**src/rtl/dino_game_pkg.sv**
```systemverilog
// Shared types and constants for the dino game sequencer.
package dino_game_pkg;

   // Internal coordinate width; outputs are zero-extended to 32 bits
   localparam int COORD_W          = 12;
   // Speed-up: step grows by (score >> SPEEDUP_SHIFT), capped at CAP_MULT*OBS_STEP
   localparam int SPEEDUP_SHIFT    = 3;
   localparam int SPEEDUP_CAP_MULT = 4;

   typedef enum logic [1:0] {
      IDLE   = 2'd0,
      RUN    = 2'd1,
      PAUSED = 2'd2,
      OVER   = 2'd3
   } game_state_t;

   typedef enum logic [1:0] {
      GROUND = 2'd0,
      UP     = 2'd1,
      DOWN   = 2'd2
   } jump_phase_t;

endpackage

```
**src/rtl/dino_btn_sync.sv**
```systemverilog
// Button front end: 2-flop synchronizer, rising-edge detect and a pending
// flag that survives until the next frame strobe clears it.
module dino_btn_sync (
   input  logic clk,
   input  logic reset,
   input  logic i_btn,
   input  logic i_clear,
   output logic o_pending
);

   logic r_meta;
   logic r_sync;
   logic r_sync_q;
   logic r_pending;
   logic w_edge;

   assign w_edge    = r_sync & ~r_sync_q;
   assign o_pending = r_pending;

   // Synchronize the button, detect its rising edge, latch a pending press.
   // A press landing on the clearing strobe is kept for the following frame.
   always_ff @(posedge clk or posedge reset) begin
      if (reset) begin
         r_meta    <= 1'b0;
         r_sync    <= 1'b0;
         r_sync_q  <= 1'b0;
         r_pending <= 1'b0;
      end else begin
         r_meta    <= i_btn;
         r_sync    <= r_meta;
         r_sync_q  <= r_sync;
         r_pending <= w_edge | (r_pending & ~i_clear);
      end
   end

endmodule

```
**src/rtl/dino_game_ctrl.sv**
```systemverilog
// Frame-rate game sequencer: game FSM, jump trajectory, obstacle scroll and
// score. Optional macro DINO_GAME_SPEEDUP_EN makes the obstacle step grow
// with the score.
import dino_game_pkg::*;

module dino_game_ctrl #(
   parameter int DINO_X      = 240,
   parameter int GROUND_Y    = 320,
   parameter int JUMP_HEIGHT = 120,
   parameter int JUMP_STEP   = 4,
   parameter int OBS_SPAWN_X = 680,
   parameter int OBS_STEP    = 4,
   parameter int SCORE_W     = 16
) (
   input  logic               clk,
   input  logic               reset,
   input  logic               frame_tick,
   input  logic               collision,
   input  logic               jump_btn,
   input  logic               pause_btn,
   output logic [31:0]        x_coor,
   output logic [31:0]        y_coor,
   output logic [31:0]        x_coor_obstacle,
   output logic [31:0]        y_coor_obstacle,
   output logic               game_over,
   output logic               pause,
   output logic [SCORE_W-1:0] score
);

   localparam logic [COORD_W-1:0] LP_DINO_X      = COORD_W'(DINO_X);
   localparam logic [COORD_W-1:0] LP_GROUND_Y    = COORD_W'(GROUND_Y);
   localparam logic [COORD_W-1:0] LP_JUMP_HEIGHT = COORD_W'(JUMP_HEIGHT);
   localparam logic [COORD_W-1:0] LP_JUMP_STEP   = COORD_W'(JUMP_STEP);
   localparam logic [COORD_W-1:0] LP_SPAWN_X     = COORD_W'(OBS_SPAWN_X);
   localparam logic [COORD_W-1:0] LP_OBS_STEP    = COORD_W'(OBS_STEP);

   game_state_t        r_state;
   jump_phase_t        r_phase;
   logic [COORD_W-1:0] r_y;
   logic [COORD_W-1:0] r_obs_x;
   logic [SCORE_W-1:0] r_score;
   logic               r_game_over;
   logic               r_pause;
   logic               r_tick_q;

   logic               w_strobe;
   logic               w_jump_pend;
   logic               w_pause_pend;
   logic [COORD_W-1:0] w_step;
   logic [COORD_W-1:0] w_y_up;
   logic [COORD_W-1:0] w_y_dn;
   logic               w_apex;

   assign w_strobe = frame_tick & ~r_tick_q;
   assign w_y_up   = r_y - LP_JUMP_STEP;
   assign w_y_dn   = r_y + LP_JUMP_STEP;
   assign w_apex   = (LP_GROUND_Y - w_y_up) == LP_JUMP_HEIGHT;

`ifdef DINO_GAME_SPEEDUP_EN
   localparam logic [SCORE_W:0] LP_STEP_CAP = (SCORE_W+1)'(SPEEDUP_CAP_MULT * OBS_STEP);
   logic [SCORE_W:0] w_step_raw;
   assign w_step_raw = (SCORE_W+1)'(OBS_STEP) + (SCORE_W+1)'(r_score >> SPEEDUP_SHIFT);
   assign w_step     = (w_step_raw > LP_STEP_CAP) ? LP_STEP_CAP[COORD_W-1:0]
                                                  : w_step_raw[COORD_W-1:0];
`else
   assign w_step = LP_OBS_STEP;
`endif

   dino_btn_sync u_jump_sync (
      .clk       (clk),
      .reset     (reset),
      .i_btn     (jump_btn),
      .i_clear   (w_strobe),
      .o_pending (w_jump_pend)
   );

   dino_btn_sync u_pause_sync (
      .clk       (clk),
      .reset     (reset),
      .i_btn     (pause_btn),
      .i_clear   (w_strobe),
      .o_pending (w_pause_pend)
   );

   assign x_coor          = {{(32-COORD_W){1'b0}}, LP_DINO_X};
   assign y_coor          = {{(32-COORD_W){1'b0}}, r_y};
   assign x_coor_obstacle = {{(32-COORD_W){1'b0}}, r_obs_x};
   assign y_coor_obstacle = {{(32-COORD_W){1'b0}}, LP_GROUND_Y};
   assign game_over       = r_game_over;
   assign pause           = r_pause;
   assign score           = r_score;

   // Game FSM with jump/obstacle/score datapath, advanced once per frame strobe.
   always_ff @(posedge clk or posedge reset) begin
      if (reset) begin
         r_state     <= IDLE;
         r_phase     <= GROUND;
         r_y         <= LP_GROUND_Y;
         r_obs_x     <= LP_SPAWN_X;
         r_score     <= '0;
         r_game_over <= 1'b0;
         r_pause     <= 1'b0;
         r_tick_q    <= 1'b0;
      end else begin
         r_tick_q <= frame_tick;
         if (w_strobe) begin
            case (r_state)
               IDLE: begin
                  if (w_jump_pend) r_state <= RUN;
               end
               RUN: begin
                  if (collision) begin
                     r_state     <= OVER;
                     r_game_over <= 1'b1;
                  end else if (w_pause_pend) begin
                     r_state <= PAUSED;
                     r_pause <= 1'b1;
                  end else begin
                     case (r_phase)
                        GROUND: begin
                           if (w_jump_pend) begin
                              r_y     <= w_y_up;
                              r_phase <= w_apex ? DOWN : UP;
                           end
                        end
                        UP: begin
                           r_y <= w_y_up;
                           if (w_apex) r_phase <= DOWN;
                        end
                        DOWN: begin
                           r_y <= w_y_dn;
                           if (w_y_dn == LP_GROUND_Y) r_phase <= GROUND;
                        end
                        default: r_phase <= GROUND;
                     endcase
                     // No-wrap scroll: respawn instead of underflowing
                     if (r_obs_x < w_step) begin
                        r_obs_x <= LP_SPAWN_X;
                        if (r_score != '1) r_score <= r_score + 1'b1;
                     end else begin
                        r_obs_x <= r_obs_x - w_step;
                     end
                  end
               end
               PAUSED: begin
                  if (w_pause_pend) begin
                     r_state <= RUN;
                     r_pause <= 1'b0;
                  end
               end
               OVER: begin
                  if (w_jump_pend) begin
                     r_state     <= RUN;
                     r_game_over <= 1'b0;
                     r_phase     <= GROUND;
                     r_y         <= LP_GROUND_Y;
                     r_obs_x     <= LP_SPAWN_X;
                     r_score     <= '0;
                  end
               end
               default: r_state <= IDLE;
            endcase
         end
      end
   end

endmodule
```
**config.mk**
```make
export PLATFORM = sky130hd
export DESIGN_NAME = dino_game_ctrl
export DESIGN_NICKNAME = d
export VERILOG_FILES = /design/src/rtl/dino_game_pkg.sv /design/src/rtl/dino_btn_sync.sv /design/src/rtl/dino_game_ctrl.sv
export SDC_FILE = /design/constraint.sdc
export NUM_CORES = 1
export LEC_CHECK = 0
export CAP_MARGIN = 20
export CORE_MARGIN = 10
export CORE_UTILIZATION = 35
export DETAILED_ROUTE_END_ITERATION = 12
export DONT_BUFFER_PORTS = 1
export GPL_ROUTABILITY_DRIVEN = 1
export MAX_ROUTING_LAYER = met4
export PLACE_DENSITY = 0.48
export SLEW_MARGIN = 25
export SYNTH_ARGS = -nofsm -noshare
export SYNTH_HDL_FRONTEND = slang
export SYNTH_SLANG_ARGS = --single-unit
```
**constraint.sdc**
```tcl
create_clock -name clk -period 7.34 [get_ports clk]
set_clock_uncertainty 0.1 [all_clocks]
set_input_delay 1.468 -clock clk [delete_from_list [all_inputs] [get_ports clk]]
set_output_delay 1.468 -clock clk [all_outputs]
set_load 0.03 [all_outputs]
```
==> results by group <==
Place
  – Post-Place Setup Slack: 3.346 ns
  – Placed inst area: between 3000 and 4000 um^2
  – Port buffer count: 0
  – Routability cong.: 0.7735
  – Post-detail-place hpwl: just over 7000 um
  – Placed Cells: 604

Clock network
  – CTS Buf Count: 5
  – CTS tree: done
  – Post-CTS setup buffers: 0
  – Clock buffer depth: 2
  – Root Driver: clkbuf_16
  – Post-CTS sizing: 0
  – CTS Sinks: ~50
  – H-tree depth: 2
  – Clock Pin Slew Worst Setup and Hold Paths: 0.07 ns
  – Worst-Skew Late Latency: 0.29 ns
  – CTS Hold Bufs: 0

Floorplanning
  – FP Rows: 38
  – Die area: 16040 um^2
  – Die extent in x: 126.6 um
  – Initial core utilization: 0.3624
  – Core area: 10980 um^2
  – Num ports: 152
  – Chip Height: 126.6 um

Power and ir drop
  – Seq pwr share: 0.447
  – Static leakage: 0.001707 uW
  – Comb power frac: 0.357
  – P_int: 704.7 uW
  – Sw frac: 0.4969
  – Psw: 696.1 uW
  – VDD IR-drop max: 0.1693 mV
  – Power Density: 365.4 nW/um^2
  – Clock share of power: 0.196
  – Overall Power: 1401 uW

Cells and area
  – Filler cells: 1144
  – Design area: 3834 um^2
  – Sequential Area: 1284 um^2
  – Nets: 486
  – Share of layout cells above drive strength 1: 0.05720
  – Multi-input gate area: between 2000 and 2500 um^2
  – Area grow syn2layout: -3.678%
  – Ant diodes: 0
  – Fin cells: 612

Setup path
  – Worst r2r src: r_obs_x[2]$_DFFE_PP0P_
  – Slowest Stage Delay on Critical Path: slightly below 0.5 ns
  – Worst path slowest cell: or2_2
  – Setup crit start kind: input pin
  – Worst setup path start: frame_tick
  – Worst EP required: 7.42 ns
  – Kind of critical path: input pin to register
  – Critical Path AT: 3.73 ns
  – CP endpoint kind: register
  – Crit-path cells: nor2b_1 -> o21ai_0 -> or2_2 -> a21o_1 -> nand2b_1 -> o41ai_1
  – CP max FO: 23

Detailed routing
  – DR top layer: met4
  – Met3 WL: about 1000 um
  – Initial DRC Count: 195
  – Remaining DRCs: 0
  – WL per Instance: 15.70 um
  – Metal2 WL: 4625 um
  – DRT antenna net count: 0
  – DR vias/cell: a little under 5
  – Routed WL: 9606 um
  – DRT met1 WL: 3899 um
  – Drt first pass iters: 7
  – Vias: 2973

Worst hold path
  – Worst hold path class: register to register
  – Worst hold start: u_pause_sync.r_meta$_DFF_PP0_

Global route
  – Initial antenna violation count: 0
  – First-pass GRT wire length: ~16000 um
  – GRT Overall Usage: 0.1153
  – Largest net degree at the start of global routing: 52
  – Overflow after GRT: 0
  – Vias in the first global route: 2923

Synthesis
  – Area share of the largest cell type after synthesis: 0.2829
  – Synth area leader: dfrtp_1
  – Most common cell in the synthesized netlist: buf_4
  – Top_reg_cell synth: dfrtp_1
  – Ys Warns: 0
  – Average cell area after synthesis: 8.156 um^2
  – Area contributors post-synth: dfrtp_1, buf_4, o21ai_0
  – Count of cell types in the netlist: 56
  – Seq/Total Area, Yosys: 0.3225
  – Asr flop ratio synth: 1.000
  – Post-synthesis cell count: around 490
  – Number of synthesized flops with an enable pin: 0
  – Commonest cells in the netlist: buf_4, dfrtp_1, o21ai_0
  – Post-Syn Area: ~4000 um^2
  – FF+latch count, synth: between 50 and 60

STA
  – Hold Vio Cnt, Final: 0
  – FMAX: roughly 270 MHz
  – Setup ws final: 3.686 ns
  – Final setup viols: 0
  – Relative slew slack: 0.4473
  – Slew Viols, Final: 0
  – Final worst path period share: 0.4978
  – Worst-Margin Slew: a little over 0.8 ns
  – Setup repair after global routing missed its margin: no
  – Final min period: between 3 and 4 ns
  – Final TNS setup: 0 ns

Run
  – Max_cap viols: 0

Status
  – Outcome: finished, final reports clean
## sequential cells by signal, summed over array words and instances, names as in the netlist, 2 cells and up
signal / flops
r_state: 2
score: 16
r_obs_x: 10
r_y: 10
r_phase: 2
## cells by family after synthesis
kind of cell    share of synthesized area
simple gates                       0.2135
buf+inv                            0.2443
compound gates                     0.1754
flops                              0.3225
fa+ha+maj                         0.02829
xor+xnor                         0.006603
mux                              0.007545
other cells                      0.001887
## layout by cell type (no fill, tap or decap), types with 6 or more instances in the layout
master,Yosys,layout
nor2_1,25,25
nand3_1,17,17
nand2_1,41,41
nand4_1,8,8
dfstp_2,6,6
nand2b_1,10,10
conb_1,2,108
dfrtp_1,45,45
o31ai_1,8,8
nor3_1,12,12
a21oi_1,16,16
a31oi_1,11,11
o21ai_0,44,44
ha_1,9,9
and3_1,6,6
nor4_1,8,8
inv_1,17,16
## layout make-up
class                   instances  area share
multi-input cells             394      0.5535
flip-flops and latches         51      0.3349
well taps                     140     0.04569
clock buffers                   6     0.03623
inverters                      17     0.01664
clock inverters                 2    0.009138
repair buffers                  2    0.003916
## power groups by stage
stage                     Clock [uW]  Combinational [uW]  Sequential, uW
after floorplan                    0                 518             539
after global placement             0                 492             635
after detailed placement           0                 499             635
after CTS                        283                 501             630
after global routing             293                 573             652
final                            275                 499             627
## metal layers
metal  GRT usage  vias up
li1            -     1461
met1      0.1321     1409
met2      0.1820      101
met3     0.05539        2
met4     0.01942        0
met5           -        -
## path summary, 6_finish.rpt
| kind | slack [ns] | end | depth (start not counted) |
|---|---|---|---|
| min in group asynchronous | 1.15 | r_obs_x[8]$_DFFE_PP0P_ | 2 |
| max in group asynchronous | 5.55 | r_y[11]$_DFFE_PP0P_ | 2 |
| setup / recovery | 3.69 | score[11]$_DFFE_PP0P_ | 6 |
| hold reg to reg | 0.25 | u_pause_sync.r_sync$_DFF_PP0_ | 0 |
| hold / removal | 0.25 | u_pause_sync.r_sync$_DFF_PP0_ | 0 |
| setup reg to reg | 3.99 | score[11]$_DFFE_PP0P_ | 8 |
## worst max-delay path: cells and delay by family
kind | cells | cell delay (ns)
AO/OA/AOI/OAI | 3 | 0.99
AND/OR/NAND/NOR | 3 | 1.25
## per-stage QoR
stage | hold slack, ns | util
2_1_floorplan | 0.2312 | -
3_3_place_gp | 0.2332 | 0.3332
3_5_place_dp | 0.2355 | 0.3332
4_1_cts | 0.2513 | 0.3491
5_1_grt | 0.2599 | 0.3491
6_report | 0.2495 | 0.3491
Note: power is estimated with default switching activity, not from simulation.
